## config.mk

```make
export PLATFORM = sky130hd
export DESIGN_NAME = instr_fetch_flat
export DESIGN_NICKNAME = d
export VERILOG_FILES = /design/src/rtl/instr_fetch_pkg.sv /design/src/rtl/instr_fetch_if.sv /design/src/rtl/instr_fetch.sv /design/src/flat_wrapper.sv
export SDC_FILE = /design/constraint.sdc
export NUM_CORES = 1
export LEC_CHECK = 0
export BUFFER_PORTS_ARGS = -buffer_cell sky130_fd_sc_hd__buf_2
export CORE_MARGIN = 10
export CORE_UTILIZATION = 45
export CTS_BUF_LIST = sky130_fd_sc_hd__clkbuf_8 sky130_fd_sc_hd__clkbuf_16
export CTS_CLUSTER_DIAMETER = 50
export DETAILED_ROUTE_END_ITERATION = 7
export GPL_ROUTABILITY_DRIVEN = 0
export PLACE_DENSITY = 0.78
export SYNTH_ARGS = -nofsm -noshare
export SYNTH_HDL_FRONTEND = slang
export SYNTH_SLANG_ARGS = --single-unit
```

## constraint.sdc

```tcl
create_clock -name CLK -period 2.43 [get_ports CLK]
set_input_delay 0.243 -clock CLK [delete_from_list [all_inputs] [get_ports CLK]]
set_output_delay 0.243 -clock CLK [all_outputs]
set_load 0.05 [all_outputs]
```

## src/rtl/instr_fetch_pkg.sv

```systemverilog
// Shared definitions for the instruction fetch stage: FSM encodings,
// the NOP word presented when nothing is held, and the default reset PC.
package instr_fetch_pkg;

  typedef logic [31:0] word_t;

  localparam logic [2:0] FS_RESET = 3'd0;
  localparam logic [2:0] FS_REQ   = 3'd1;
  localparam logic [2:0] FS_HOLD  = 3'd2;
  localparam logic [2:0] FS_HALT  = 3'd3;
  localparam logic [2:0] FS_FAULT = 3'd4;

  localparam word_t NOP_INSTR        = 32'h0000_0013;
  localparam word_t DEFAULT_RESET_PC = 32'h0000_0000;

  function automatic logic is_aligned(input word_t addr);
    return (addr[1:0] == 2'b00);
  endfunction

endpackage

```

## src/rtl/instr_fetch_if.sv

```systemverilog
// Bundle of the instruction-memory read port and the core-facing
// fetch/retire handshake. master = fetch stage, slave = memory + core.
interface instr_fetch_if;
  import instr_fetch_pkg::*;

  logic  imem_req;
  word_t imem_addr;
  logic  imem_ack;
  word_t imem_rdata;

  word_t pc;
  word_t instr;
  logic  instr_valid;
  word_t next_pc;
  logic  next_pc_valid;
  logic  halt;
  logic  halted;
  logic  fault;
  word_t retired;

  modport master (
    output imem_req, imem_addr, pc, instr, instr_valid, halted, fault, retired,
    input  imem_ack, imem_rdata, next_pc, next_pc_valid, halt
  );

  modport slave (
    input  imem_req, imem_addr, pc, instr, instr_valid, halted, fault, retired,
    output imem_ack, imem_rdata, next_pc, next_pc_valid, halt
  );

endinterface

```

## src/rtl/instr_fetch.sv

```systemverilog
// Instruction fetch stage: owns the PC, reads instruction memory with a
// req/ack handshake and holds pc/instr stable until the core retires it.
module instr_fetch
  import instr_fetch_pkg::*;
#(
  parameter word_t RESET_PC = DEFAULT_RESET_PC
) (
  input  logic          CLK,
  input  logic          RST_X,
  instr_fetch_if.master bus
);

  logic [2:0] state;
  word_t      pc_q;
  word_t      instr_q;
  word_t      retired_q;
  logic       valid_q;
  logic       halted_q;
  logic       fault_q;

  // Request decodes straight from state so an async reset drops it at once.
  assign bus.imem_req    = (state == FS_REQ);
  assign bus.imem_addr   = pc_q;
  assign bus.pc          = pc_q;
  assign bus.instr       = instr_q;
  assign bus.instr_valid = valid_q;
  assign bus.halted      = halted_q;
  assign bus.fault       = fault_q;
  assign bus.retired     = retired_q;

  always_ff @(posedge CLK or negedge RST_X) begin
    if (!RST_X) begin
      state     <= FS_RESET;
      pc_q      <= RESET_PC;
      instr_q   <= NOP_INSTR;
      retired_q <= '0;
      valid_q   <= 1'b0;
      halted_q  <= 1'b0;
      fault_q   <= 1'b0;
    end else begin
      case (state)
        FS_RESET: state <= FS_REQ;

        FS_REQ: begin
          if (bus.imem_ack) begin
            instr_q <= bus.imem_rdata;
            valid_q <= 1'b1;
            state   <= FS_HOLD;
          end
        end

        FS_HOLD: begin
          // Halt outranks retirement: a halting instruction is not counted.
          if (bus.halt) begin
            valid_q  <= 1'b0;
            halted_q <= 1'b1;
            instr_q  <= NOP_INSTR;
            state    <= FS_HALT;
          end else if (bus.next_pc_valid) begin
            pc_q      <= bus.next_pc;
            valid_q   <= 1'b0;
            instr_q   <= NOP_INSTR;
            retired_q <= retired_q + 32'd1;
            if (is_aligned(bus.next_pc)) begin
              state <= FS_REQ;
            end else begin
              fault_q <= 1'b1;
              state   <= FS_FAULT;
            end
          end
        end

        FS_HALT, FS_FAULT: state <= state;

        default: state <= FS_FAULT;
      endcase
    end
  end

endmodule
```

## src/flat_wrapper.sv

```systemverilog
// flat-port wrapper written by rule: the top's interface ports become plain ports
module instr_fetch_flat import instr_fetch_pkg::*;
#(
  parameter word_t RESET_PC = DEFAULT_RESET_PC
)
  (CLK, RST_X, bus_imem_req, bus_imem_addr, bus_pc, bus_instr, bus_instr_valid, bus_halted, bus_fault, bus_retired, bus_imem_ack, bus_imem_rdata, bus_next_pc, bus_next_pc_valid, bus_halt);
  instr_fetch_if bus_i ();
  input  logic CLK;
  input  logic RST_X;
  output wire logic [$bits(bus_i.imem_req)-1:0] bus_imem_req;
  output wire logic [$bits(bus_i.imem_addr)-1:0] bus_imem_addr;
  output wire logic [$bits(bus_i.pc)-1:0] bus_pc;
  output wire logic [$bits(bus_i.instr)-1:0] bus_instr;
  output wire logic [$bits(bus_i.instr_valid)-1:0] bus_instr_valid;
  output wire logic [$bits(bus_i.halted)-1:0] bus_halted;
  output wire logic [$bits(bus_i.fault)-1:0] bus_fault;
  output wire logic [$bits(bus_i.retired)-1:0] bus_retired;
  input wire logic [$bits(bus_i.imem_ack)-1:0] bus_imem_ack;
  input wire logic [$bits(bus_i.imem_rdata)-1:0] bus_imem_rdata;
  input wire logic [$bits(bus_i.next_pc)-1:0] bus_next_pc;
  input wire logic [$bits(bus_i.next_pc_valid)-1:0] bus_next_pc_valid;
  input wire logic [$bits(bus_i.halt)-1:0] bus_halt;
  assign bus_imem_req = bus_i.imem_req;
  assign bus_imem_addr = bus_i.imem_addr;
  assign bus_pc = bus_i.pc;
  assign bus_instr = bus_i.instr;
  assign bus_instr_valid = bus_i.instr_valid;
  assign bus_halted = bus_i.halted;
  assign bus_fault = bus_i.fault;
  assign bus_retired = bus_i.retired;
  assign bus_i.imem_ack = bus_imem_ack;
  assign bus_i.imem_rdata = bus_imem_rdata;
  assign bus_i.next_pc = bus_next_pc;
  assign bus_i.next_pc_valid = bus_next_pc_valid;
  assign bus_i.halt = bus_halt;
  instr_fetch #(.RESET_PC(RESET_PC)) u_core (.CLK(CLK), .RST_X(RST_X), .bus(bus_i));
endmodule
```

==> run summary <==
basic-gate share of the synthesized area counting and, or, nand and nor cells: 9.88%
count of inserted antenna diode cells: 0
Std-Cell Rows: 35
area enclosed by the die boundary: 13800 um2
final clock period utilization by the worst path: 86.1%
count of routing violations after the opening detailed-route iteration: 154
Layout Skew: 0.0169 ns
Post-CTS Hold Buffers: 1
global router's overall resource usage: 16.1%
power density over the cells: 1510 nW/um2
Synth Warn #: 0
TritonCTS clock tree: built
flip-flop and latch count after synthesis: 102
cells taking the most area after synthesis: dfrtp_1, mux2_2, a22o_1
floorplan core area: 9280 um2
class of the most critical hold timing path: in -> reg
Resized cells post-CTS: 0
Routed WL per cell: 17.8 um
Post-CTS Setup Repair Bufs: 0
category of the most critical setup path: reg -> reg
number of antenna violations at the first check in global routing: 0
number of nets with antenna violations after routing: 0
register-to-register setup slack: 0.34 ns
time the worst path needs with I/O delays and setup: 2.09 ns
Startpoint Class: flip-flop
number of buffers added on ports: 200
Vias per Instance: 4.93
maximum fanout along the worst path: 7
end point of the critical path: u_core.bus.retired[31]
Post-Place Cells: 623
Worst-Skew Late Latency: 0.35 ns
filler-free cell count of the finished design: 640
proportion of synthesized area in mux cells: 8.66%
Sinks on Clock Net: 102
critical path required time: 2.72 ns
sequential cell area fraction in the yosys report: 59.6%
Synth area leader: dfrtp_1
H-tree levels: 3
DR pass1 iterations: 4
boundary pin count: 201
worst setup path start: u_core.bus.retired[4]
count of cell types in the netlist: 40
final net count: 576
number of nets produced by synthesis: 402
total congestion overflow after global routing: 0
cell at the root of the clock tree: clkbuf_8
end of the worst register-to-register path: u_core.bus.retired[31]
die width: 118 um
Chip Height: 118 um
Routed Wire Length: 11.4 mm
type of destination of the critical path: flip-flop
ratio of cells with drive above 1 in the final layout: 51.7%
relative slew slack: 59.2%
synthesized area divided by synthesized cell count: 12.9 um2
outcome: completed
maximum number of pins on one net before global-route repair: 44
data arrival time of the worst path: 2.38 ns
r2r startpoint: u_core.bus.retired[4]
peak supply drop: 0.986 mV
actual slew at the worst max-slew pin: 0.612 ns
smallest setup slack after layout: 0.337 ns
setup repair after global routing missed its margin: no
cell area after synthesis: 4290 um2
fraction of the mapped netlist area in compound gates: 8.08%
Initial Utilization: 46.2%
final setup vio count: 0
adder-cell share of the synthesized area: 0.292%
post-synthesis to final-layout area growth: 26.2%
number of buffers created by CTS: 9
number of fill cells in the layout: 788
vias in the first global route: 3473
max-cap viol count: 0
Placement Setup Slack: 0.346 ns
final-layout setup total negative slack: 0 ns
Longest Clk Path Bufs: 2
first-pass GRT wire length: 18.5 mm
cell leakage power: 2.91 nW
area share of the largest cell type after synthesis: 57.7%
DRC viols: 0
vias after detailed routing: 3156
count of final max-slew check failures: 0
synthesized instance count: 332
largest family of logic cells by synthesized area: simple AND/OR/NAND/NOR gates
number of failing hold endpoints at the final stage: 0
highest clock frequency the design can meet: 478 MHz
post-synthesis xor/xnor area fraction: 6.33%
post-detailed-placement half-perimeter wirelength: 9.01 mm
clock slew seen by the registers of the worst setup and hold paths: 0.10 ns
count of cells along the worst register-to-register path: 5
## state kept, by name (all words and copies together) (netlist names)
name                    cells
u_core.bus.imem_addr       32
u_core.bus.halted           1
u_core.bus.instr           32
u_core.state                3
u_core.bus.retired         32
u_core.bus.instr_valid      1
u_core.bus.fault            1
## cell type report
type / count / area (um2) / area share (%)
inverter: 6 / 22.5 / 0.416
clock inverter: 7 / 43.8 / 0.809
sequential: 102 / 2560 / 47.2
multi-input combinational: 180 / 1440 / 26.5
timing repair buffer: 207 / 1070 / 19.8
clock buffer: 9 / 124 / 2.29
tap: 129 / 161 / 2.98
## per-layer routing
layer  GRT usage, %  vias to the layer above  routed length (um)
met4           5.64                        0                 190
met5              0                        -                   0
met3           5.95                       15                 957
li1               -                     1474                   -
met1           19.4                     1510                4990
met2           25.8                      157                5230
## how the worst min path moves through the flow
stage / to / depth (start not counted) / startpoint / slack, ns
6_report: u_core.bus.instr[22] / 2 / bus_imem_rdata[22] / 0.11
5_1_grt: u_core.bus.instr[22] / 2 / bus_imem_rdata[22] / 0.09
4_1_cts: u_core.bus.instr[22] / 2 / bus_imem_rdata[22] / 0.08
3_5_place_dp: u_core.bus.imem_addr[0] / 1 / RST_X / 0.26
3_3_place_gp: u_core.bus.imem_addr[0] / 1 / RST_X / 0.25
2_1_floorplan: u_core.bus.fault / 0 / RST_X / -0.05
## logic make-up after synthesis
group | count (synthesis)
flops | 102
simple gates | 73
buf+inv | 50
compound gates | 42
mux | 33
xor+xnor | 31
fa+ha+maj | 1
## power by group
part / leakage [nW] / switching [W] / total [W] / internal, W
registers: 1.31 / 0.000385 / 0.00264 / 0.00226
logic: 1.52 / 0.00356 / 0.00460 / 0.00104
clock network: 0.0838 / 0.000568 / 0.000934 / 0.000366
## synth_stat cells (all sizes together)
cell and instances:
a21oi 2, buf 34, nand4bb 1, clkbuf 10, or2 3, a211oi 1
and4 5, xnor2 18, nor4 3, o21bai 2, nand2 15, nor2b 1
a311oi 1, or4 2, ha 1, and2 2, nor2 13, nor3 3
nand3 12, a21o 2, nand4 5, xor2 13, and3 3, nand2b 2
o21ai 2, o22a 3, inv 6, nor3b 1, a22o 29, and4bb 1
dfstp 3, mux2 33, dfrtp 99, nand4b 1
## per-stage QoR
stage                     area, um2  hold slack, ns  util [%]  total power, W
after floorplan                4300         -0.0526         -         0.00650
after global placement         5240           0.253      56.4         0.00725
after detailed placement       5240           0.259      56.4         0.00732
after CTS                      5410          0.0849      58.3         0.00827
after global routing           5410          0.0943      58.3         0.00856
final                          5410           0.112      58.3         0.00818
## placed cells by master (no fill, tap or decap), drive strengths merged, types with 2 or more instances in the layout
| cell type | count |
|---|---|
| nor4 | 3 |
| and3 | 3 |
| dfstp | 3 |
| a21o | 2 |
| dfrtp | 99 |
| xnor2 | 18 |
| o21bai | 2 |
| inv | 8 |
| nand3 | 12 |
| clkinvlp | 3 |
| o21ai | 2 |
| and2 | 2 |
| o22a | 3 |
| xor2 | 13 |
| nor2 | 13 |
| buf | 206 |
| clkbuf | 9 |
| clkinv | 2 |
| nand2b | 2 |
| a21oi | 2 |
| nor3 | 3 |
| or2 | 3 |
| a22o | 29 |
| or4 | 2 |
| and4 | 5 |
| mux2 | 33 |
| nand4 | 5 |
| nand2 | 15 |
## worst max-delay path, cell delays in order, from the launching register on
cell and delay (ns):
dfrtp_1 0.46, nand4_1 0.20, or2_1 0.28, or4_1 0.64, nor4_4 0.27, xor2_1 0.17
Note: power is estimated with default switching activity, not from simulation.
